===== src/rtl/event_blinker_pkg.sv =====
// Shared state encoding and default timing for LED/beeper blink drivers.
package event_blinker_pkg;

  typedef enum logic [1:0] {
    IDLE = 2'd0,
    ON   = 2'd1,
    OFF  = 2'd2
  } blink_state_e;

  localparam int DEF_ON_CYC   = 32;
  localparam int DEF_OFF_CYC  = 16;
  localparam int DEF_MAX_PEND = 7;
  localparam int DEF_CNT_W    = 6;
  localparam int DEF_PEND_W   = 3;

  function automatic logic [1:0] sat_step(
    input logic inc,
    input logic dec
  );
    return {inc & ~dec, dec & ~inc};
  endfunction

endpackage


===== src/rtl/event_blinker_sat_counter.sv =====
// Up/down saturating counter; simultaneous inc and dec leave it unchanged.
module event_blinker_sat_counter
  import event_blinker_pkg::*;
#(
  parameter int W   = DEF_PEND_W,
  parameter int MAX = DEF_MAX_PEND
) (
  input  logic         clk,
  input  logic         rst_n,
  input  logic         inc,
  input  logic         dec,
  output logic [W-1:0] count
);

  localparam logic [W-1:0] MAXV = W'(MAX);

  logic [1:0] dir;

  assign dir = sat_step(inc, dec);

  always_ff @(posedge clk or negedge rst_n) begin
    if (!rst_n) begin
      count <= '0;
    end else if (dir[1] && count != MAXV) begin
      count <= count + 1'b1;
    end else if (dir[0] && count != '0) begin
      count <= count - 1'b1;
    end
  end

endmodule


===== src/rtl/event_blinker.sv =====
// Turns single-cycle event flags into LED blinks with a pending queue.
// Optional EVBLINK_OVF_EN adds a sticky ovf output for dropped events.
module event_blinker
  import event_blinker_pkg::*;
#(
  parameter int ON_CYC   = DEF_ON_CYC,
  parameter int OFF_CYC  = DEF_OFF_CYC,
  parameter int MAX_PEND = DEF_MAX_PEND,
  parameter int CNT_W    = DEF_CNT_W,
  parameter int PEND_W   = DEF_PEND_W
) (
  input  logic              clk_d,
  input  logic              rst_n,
  input  logic              ev_flag,
  output logic              led,
  output logic              busy,
  output logic [PEND_W-1:0] pend
`ifdef EVBLINK_OVF_EN
  ,
  output logic              ovf
`endif
);

  localparam logic [CNT_W-1:0] ON_LD  = CNT_W'(ON_CYC - 1);
  localparam logic [CNT_W-1:0] OFF_LD = CNT_W'(OFF_CYC - 1);

  blink_state_e     state, state_n;
  logic [CNT_W-1:0] timer, timer_n;
  logic             t_zero;
  logic             direct;
  logic             inc, dec;

  assign t_zero = (timer == '0);

  // An event is consumed directly only when nothing is queued ahead of it.
  assign direct = (state == IDLE) ||
                  (state == OFF && t_zero && pend == '0);
  assign inc    = ev_flag && !direct;
  assign dec    = (state == OFF) && t_zero && (pend != '0);

  always_comb begin
    state_n = state;
    timer_n = timer;
    unique case (state)
      IDLE: begin
        if (ev_flag) begin
          state_n = ON;
          timer_n = ON_LD;
        end
      end
      ON: begin
        if (!t_zero) begin
          timer_n = timer - 1'b1;
        end else begin
          state_n = OFF;
          timer_n = OFF_LD;
        end
      end
      OFF: begin
        if (!t_zero) begin
          timer_n = timer - 1'b1;
        end else if (pend != '0 || ev_flag) begin
          state_n = ON;
          timer_n = ON_LD;
        end else begin
          state_n = IDLE;
        end
      end
      default: begin
        state_n = IDLE;
        timer_n = '0;
      end
    endcase
  end

  always_ff @(posedge clk_d or negedge rst_n) begin
    if (!rst_n) begin
      state <= IDLE;
      timer <= '0;
      led   <= 1'b0;
      busy  <= 1'b0;
    end else begin
      state <= state_n;
      timer <= timer_n;
      led   <= (state_n == ON);
      busy  <= (state_n != IDLE);
    end
  end

  event_blinker_sat_counter #(
    .W   (PEND_W),
    .MAX (MAX_PEND)
  ) u_pend (
    .clk   (clk_d),
    .rst_n (rst_n),
    .inc   (inc),
    .dec   (dec),
    .count (pend)
  );

`ifdef EVBLINK_OVF_EN
  localparam logic [PEND_W-1:0] MAXV = PEND_W'(MAX_PEND);

  always_ff @(posedge clk_d or negedge rst_n) begin
    if (!rst_n) begin
      ovf <= 1'b0;
    end else if (inc && pend == MAXV) begin
      ovf <= 1'b1;
    end
  end
`endif

endmodule


===== config.mk =====
export PLATFORM = sky130hd
export DESIGN_NAME = event_blinker
export DESIGN_NICKNAME = d
export VERILOG_FILES = /design/src/rtl/event_blinker_pkg.sv /design/src/rtl/event_blinker_sat_counter.sv /design/src/rtl/event_blinker.sv
export SDC_FILE = /design/constraint.sdc
export NUM_CORES = 1
export LEC_CHECK = 0
export BUFFER_PORTS_ARGS = -buffer_cell sky130_fd_sc_hd__buf_2
export CORE_MARGIN = 5
export CORE_UTILIZATION = 56
export CTS_BUF_LIST = sky130_fd_sc_hd__clkbuf_16
export DETAILED_ROUTE_END_ITERATION = 16
export PLACE_DENSITY_LB_ADDON = 0.05
export RECOVER_POWER = 50
export SKIP_LAST_GASP = 1
export SLEW_MARGIN = 25
export SYNTH_ARGS = -nofsm -noshare
export SYNTH_HDL_FRONTEND = slang
export SYNTH_SLANG_ARGS = --single-unit

===== constraint.sdc =====
create_clock -name clk_d -period 2.6 [get_ports clk_d]
set_input_delay 0.13 -clock clk_d [delete_from_list [all_inputs] [get_ports clk_d]]
set_output_delay 0.13 -clock clk_d [all_outputs]
set_load 0.03 [all_outputs]

==> results of run 1 <==
## layout make-up
cell class	instances	area (um2)
Inverter	4	15.0
Clock inverter	1	3.75
Sequential cell	13	325
Tap cell	15	18.8
Clock buffer	3	75.1
Timing Repair Buffer	8	41.3
Multi-Input combinational cell	66	469
Fill cell	105	402
## where the power goes
| part | switching, W | internal (W) |
|---|---|---|
| logic | 0.000286 | 0.000250 |
| registers | 0.000159 | 0.000295 |
| clock network | 0.0000739 | 0.000202 |
## cells by family after synthesis
logic type | count (synthesis) | share of synthesized area
fa+ha+maj | 2 | 0.0395
mux | 2 | 0.0258
flops | 13 | 0.395
xor+xnor | 2 | 0.0212
buf+inv | 8 | 0.0364
compound gates | 25 | 0.238
simple gates | 35 | 0.244
## metrics by stage
stage | setup slack (ps) | instance area (um2) | power [W] | instances
floorplan | 654 | 825 | 0.000862 | 87
global placement | 546 | 863 | 0.000968 | 105
detailed placement | 493 | 863 | 0.000987 | 105
CTS | 488 | 952 | 0.00127 | 110
global route | 318 | 948 | 0.00137 | 110
finish | 485 | 948 | 0.00127 | 110
## metal layers
metal,up-vias,wire length (um),part of all wire
met4,0,0,0
met3,0,101,0.062
li1,343,-,-
met5,-,0,0
met1,329,812,0.49
met2,23,727,0.44
## how the worst max path moves through the flow
stage | slack (ps) | depth (start not counted) | from | endpoint
detailed placement | 490 | 9 | timer[0] | u_pend.count[2]
floorplan | 650 | 9 | timer[0] | u_pend.count[2]
CTS | 490 | 9 | timer[0] | u_pend.count[2]
finish | 490 | 9 | timer[0] | u_pend.count[2]
global placement | 550 | 9 | timer[0] | u_pend.count[2]
global route | 320 | 9 | timer[0] | u_pend.count[2]
## placed cells by master (no fill, tap or decap), drive strengths merged, types with 4 or more instances in the layout
master  netlist  final
buf           0      4
dfrtp        13     13
nand3         4      4
nand2         9      9
inv           4      5
o21ai         4      4
nor2          6      6
clkbuf        4      6
## state kept, by name (all words and copies together) (netlist names)
register and count:
timer 6, u_pend.count 3, state 2, busy 1
led 1
==> results.tsv, run 1 <==
stage	metric	value	unit
status	status	completed	
timing	headroom to the max-slew limit	0.542	
timing	Final TNS setup	0	ps
timing	Final Setup Violations	0	
floorplan	Die Footprint	2340	um2
worst_setup_path	Crit. End Element	flop	
synthesis	most frequent cell after synthesis	dfrtp_1	
synthesis	post-synth net total	92	
worst_setup_path	type of the worst setup path	flop to flop	
worst_setup_path	Max stage delay on crit path	430	ps
finish	Final nets	101	
synthesis	Area contributors post-synth	dfrtp_1 39%, nand2_1 4.1%, a32o_1 3.6%	
worst_setup_path	CP delay by family, top	adder cells	
cts	CTS tree	yes	
cts	CTS clock-pin slew for the worst setup and hold paths	40	ps
worst_setup_path	CP max-delay cell	fa_1	
placement	routability cong.	0.801	
timing	fmax	473	MHz
pwr	VDD IR max	0.960	mV
min_path	Cells on Worst Hold Path	2	
routing	DR pass1 iterations	4	
timing	Clock Skew	2.66	ps
finish	Area Overhead vs Synth	15.0	%
worst_setup_path	CP required	2720	ps
routing	vias per inst	6.32	
floorplan	DIE WIDTH	48.4	um
worst_setup_path	Critical R2R Capture	u_pend.count[2]	
placement	Port Buffers	7	
worst_setup_path	WP data arrival	2230	ps
synthesis	most frequent cells after synthesis	13 x dfrtp_1, 9 x nand2_1, 5 x nor2_1	
global_route	met2 Resource Use GR	0.185	
floorplan	Ports	8	
floorplan	CORE AREA	1350	um2
synthesis	Syn Std Cell Area	825	um2
placement	Post-DP HPWL	1180	um
routing	# DRC	0	
global_route	met1 Usage GRT	0.228	
timing	RSZ-0062 raised after global routing	false	
global_route	GRT Resource Usage Total	0.146	
floorplan	row count	13	
pwr	Leak	0.400	nW
global_route	antenna violations before repair	0	
global_route	busiest grt layer	met1	
cts	Clock Sinks	13	
min_path	hold_sp	ev_flag	
synthesis	number of enable flip-flop cells after synthesis	0	
synthesis	Yosys top cell by area	dfrtp_1	
worst_setup_path	crit path buf inv count	1	
cts	Post-CTS Repair Setup Buffers	0	
cts	CTS H-tree lvls	1	
routing	drt first-iter violations	29	
synthesis	share of the synthesized area in the top cell type	0.395	
cts	CTS max path bufs	2	
finish	Final Core Density	0.703	
worst_setup_path	Worst setup SP type	flop	
min_path	WHS Endpoint	state[0]	
synthesis	synthesized instance count	87	
synthesis	Synth Flop Type	dfrtp_1	
timing	final hold violation count	0	
synthesis	Synth Area per Inst	9.48	um2
synthesis	sequential cell area fraction in the yosys report	0.395	
finish	diode count	0	
routing	post-route ant nets	0	
finish	layout cells sized above 1	0.126	
routing	final wirelength	1640	um
synthesis	flops & latches, synth	13	
timing	actual slew at the worst max-slew pin	686	ps
synthesis	synth warn	0	
global_route	global route total overflow	0	
synthesis	async set-reset flop share out of synthesis	1.00	
min_path	Hold WC Path Type	primary input to flop	
cts	clk root buf	clkbuf_16	
synthesis	number of library cell types mapped by synthesis	39	
job	max_cap viols	0	
global_route	largest net degree at the start of global routing	18	
timing	fin crit period	2110	ps
worst_setup_path	R2R depth	9	
cts	TritonCTS Buffers	3	
worst_setup_path	reg2reg setup slack	490	ps
cts	worst-skew pair later-pin latency	240	ps
timing	Final period util	0.813	
worst_setup_path	CP Cell Sequence	inv_1 > ha_1 > nor3b_4 > a21oi_2 > nand2_1 > fa_1 > nor2b_1 > mux2i_1 > o311a_1	
cts	post-CTS sizing	0	
worst_setup_path	worst-path fanout max	7	
cts	CTS Hold Buffers Added	1	
floorplan	Die Span Y	48.4	um
timing	Hold WS	227	ps
routing	WL/cell	14.9	um
worst_setup_path	FF-to-FF Start	timer[0]	
floorplan	Starting Density	0.611	
global_route	GR Layer Usage met3	0.0581	
global_route	global-route wire length before repair	2820	um
timing	Slew Viols, Final	0	
routing	Vias	695	
global_route	vias in the first global route	610	
pwr	pwr dens	1330	nW/um2
Power figures use the tool's default switching activity.
==> run 2, diff against run 1 <==
CORE_UTILIZATION = 50   (was 56)
clock period = 1.9 ns   (was 2.6 ns; I/O delays follow)
==> run 2 against run 1 <==
Compared with the run above:
- non-clock buffer count grew 10
- clock skew grew 1.3 ps
- clock power grew 39%
- via count grew 5.8%
- count of clock-buffer cells in the layout is the same
- final area grew 8.6%
- sequential power grew 30%
==> results.tsv, run 2 (same netlist as run 1, synthesis figures left out) <==
stage	metric	value	unit	change
status	status	completed		
routing	DR pass1 iterations	4		unchanged
global_route	largest net degree at the start of global routing	16		-2
floorplan	Starting Density	0.535		-0.0758
floorplan	row count	14		+1
floorplan	Ports	8		unchanged
pwr	VDD IR max	1.18	mV	+23%
worst_setup_path	Worst setup SP type	flop		
routing	Vias	735		+5.8%
routing	# DRC	0		unchanged
finish	Reg with most FFs	timer		
cts	CTS max path bufs	2		unchanged
floorplan	Die Footprint	2560	um2	+9.5%
timing	Slew Viols, Final	0		unchanged
pwr	pwr dens	1800	nW/um2	+35%
floorplan	Die Span Y	50.6	um	+4.6%
worst_setup_path	WP data arrival	1930	ps	-300 ps
timing	actual slew at the worst max-slew pin	701	ps	+14.3 ps
cts	CTS clock-pin slew for the worst setup and hold paths	40	ps	about the same
finish	most frequent cells in the layout	13 x dfrtp_1, 10 x buf_4, 9 x nand2_1		
min_path	Cells on Worst Hold Path	2		unchanged
cts	Clock Sinks	13		unchanged
worst_setup_path	worst-path fanout max	4		-3
global_route	global route total overflow	0		unchanged
worst_setup_path	type of the worst setup path	flop to flop		
placement	pre-CTS setup slack	77.8	ps	-416 ps
routing	drt first-iter violations	29		unchanged
routing	final wirelength	1790	um	+9.3%
timing	Final TNS setup	0	ps	unchanged
timing	Final period util	0.951		+0.138
floorplan	DIE WIDTH	50.6	um	+4.6%
cts	CTS H-tree lvls	1		unchanged
timing	final worst setup slack	92.3	ps	-393 ps
timing	final hold violation count	0		unchanged
cts	worst-skew pair later-pin latency	240	ps	about the same
timing	Clock Skew	3.94	ps	+1.28 ps
pwr	Final Power	0.00185	W	+46%
job	max_cap viols	0		unchanged
min_path	Hold WC Path Type	primary input to flop		
placement	routability cong.	0.807		+0.66%
routing	post-route ant nets	0		unchanged
global_route	vias in the first global route	683		+12%
finish	commonest non-fill, non-tap cell in the layout	dfrtp_1		
global_route	antenna violations before repair	0		unchanged
pwr	Leak	0.448	nW	+12%
timing	Final Setup Violations	0		unchanged
floorplan	CORE AREA	1540	um2	+14%
finish	Area Overhead vs Synth	24.9	%	
finish	Final Core Density	0.668		-0.0345
worst_setup_path	CP required	2020	ps	-700 ps
worst_setup_path	R2R depth	9		unchanged
global_route	GRT Resource Usage Total	0.154		+0.00859
finish	diode count	0		unchanged
cts	CTS tree	yes		
timing	fmax	553	MHz	+17%
finish	Final nets	111		+9.9%
finish	layout cells sized above 1	0.229		+0.102
timing	headroom to the max-slew limit	0.533		-0.00954
finish	max reg flops	6		unchanged
worst_setup_path	Crit. End Element	flop		
finish	largest registers	timer x6, u_pend.count x3, state x2		
timing	fin crit period	1810	ps	-307 ps
cts	clk root buf	clkbuf_16		
routing	WL/cell	14.8	um	-0.61%
global_route	global-route wire length before repair	3130	um	+11%
routing	vias per inst	6.07		-3.9%
placement	Post-DP HPWL	1320	um	+12%
placement	Port Buffers	7		unchanged
cts	TritonCTS Buffers	3		unchanged
[run 2: cell types whose count changed in the layout (fill, tap and decap cells not counted)]
cell / delta
buf_4: +10
fa_1: -1
fa_2: +1
nor2b_1: -1
nor2b_2: +1
[run 2: per-layer routing]
layer	up-vias	global-route usage	wire, um
met5	-	0	0
met4	0	0.0170	0
met3	0	0.0503	108
met2	20	0.225	776
met1	346	0.228	909
li1	369	-	-
[run 2: final timing paths]
path,from,endpoint,slack [ps]
worst min register to register,timer[1],timer[1],550
worst max-delay path,timer[0],u_pend.count[2],90
worst max register to register,timer[0],u_pend.count[2],90
worst min-delay path,ev_flag,state[0],170
max in group asynchronous,rst_n,u_pend.count[2],1040
min in group asynchronous,rst_n,timer[2],420
[run 2: critical path, stage by stage, from the launching register on]
cell and delay, ps:
dfrtp_1 330, inv_1 60, ha_1 210, nor3b_4 160, a21oi_2 160, nand2_1 90
fa_2 370, nor2b_2 120, mux2i_1 70, o311a_1 120
[run 2: cell type report]
class,count,area (um2)
fillers,134,512
repair buffers,18,116
flip-flops and latches,13,325
clock buffers,3,75.1
inverters,4,15.0
clock inverters,1,3.75
multi-input cells,66,474
well taps,16,20.0
[run 2: power breakdown]
group	leakage (nW)	total [W]	internal, W	switching, W
combinational	0.261	0.000873	0.000429	0.000443
sequential	0.145	0.000592	0.000403	0.000188
clock	0.0423	0.000385	0.000277	0.000108
[run 2: stage by stage]
step	area [um2]	std cells	hold WS, ps
floorplan	827	87	-201
global placement	927	114	-5.48
detailed placement	927	114	-1.36
CTS	1020	119	173
global route	1030	121	205
finish	1030	121	171
[run 2: repair_timing]
item	4_1_cts	5_1_grt
endpoints found under the setup margin	0	1
endpoints found under the hold margin	13	0
setup buffers	0	2
resized for setup	0	1
hold buffers	1	0
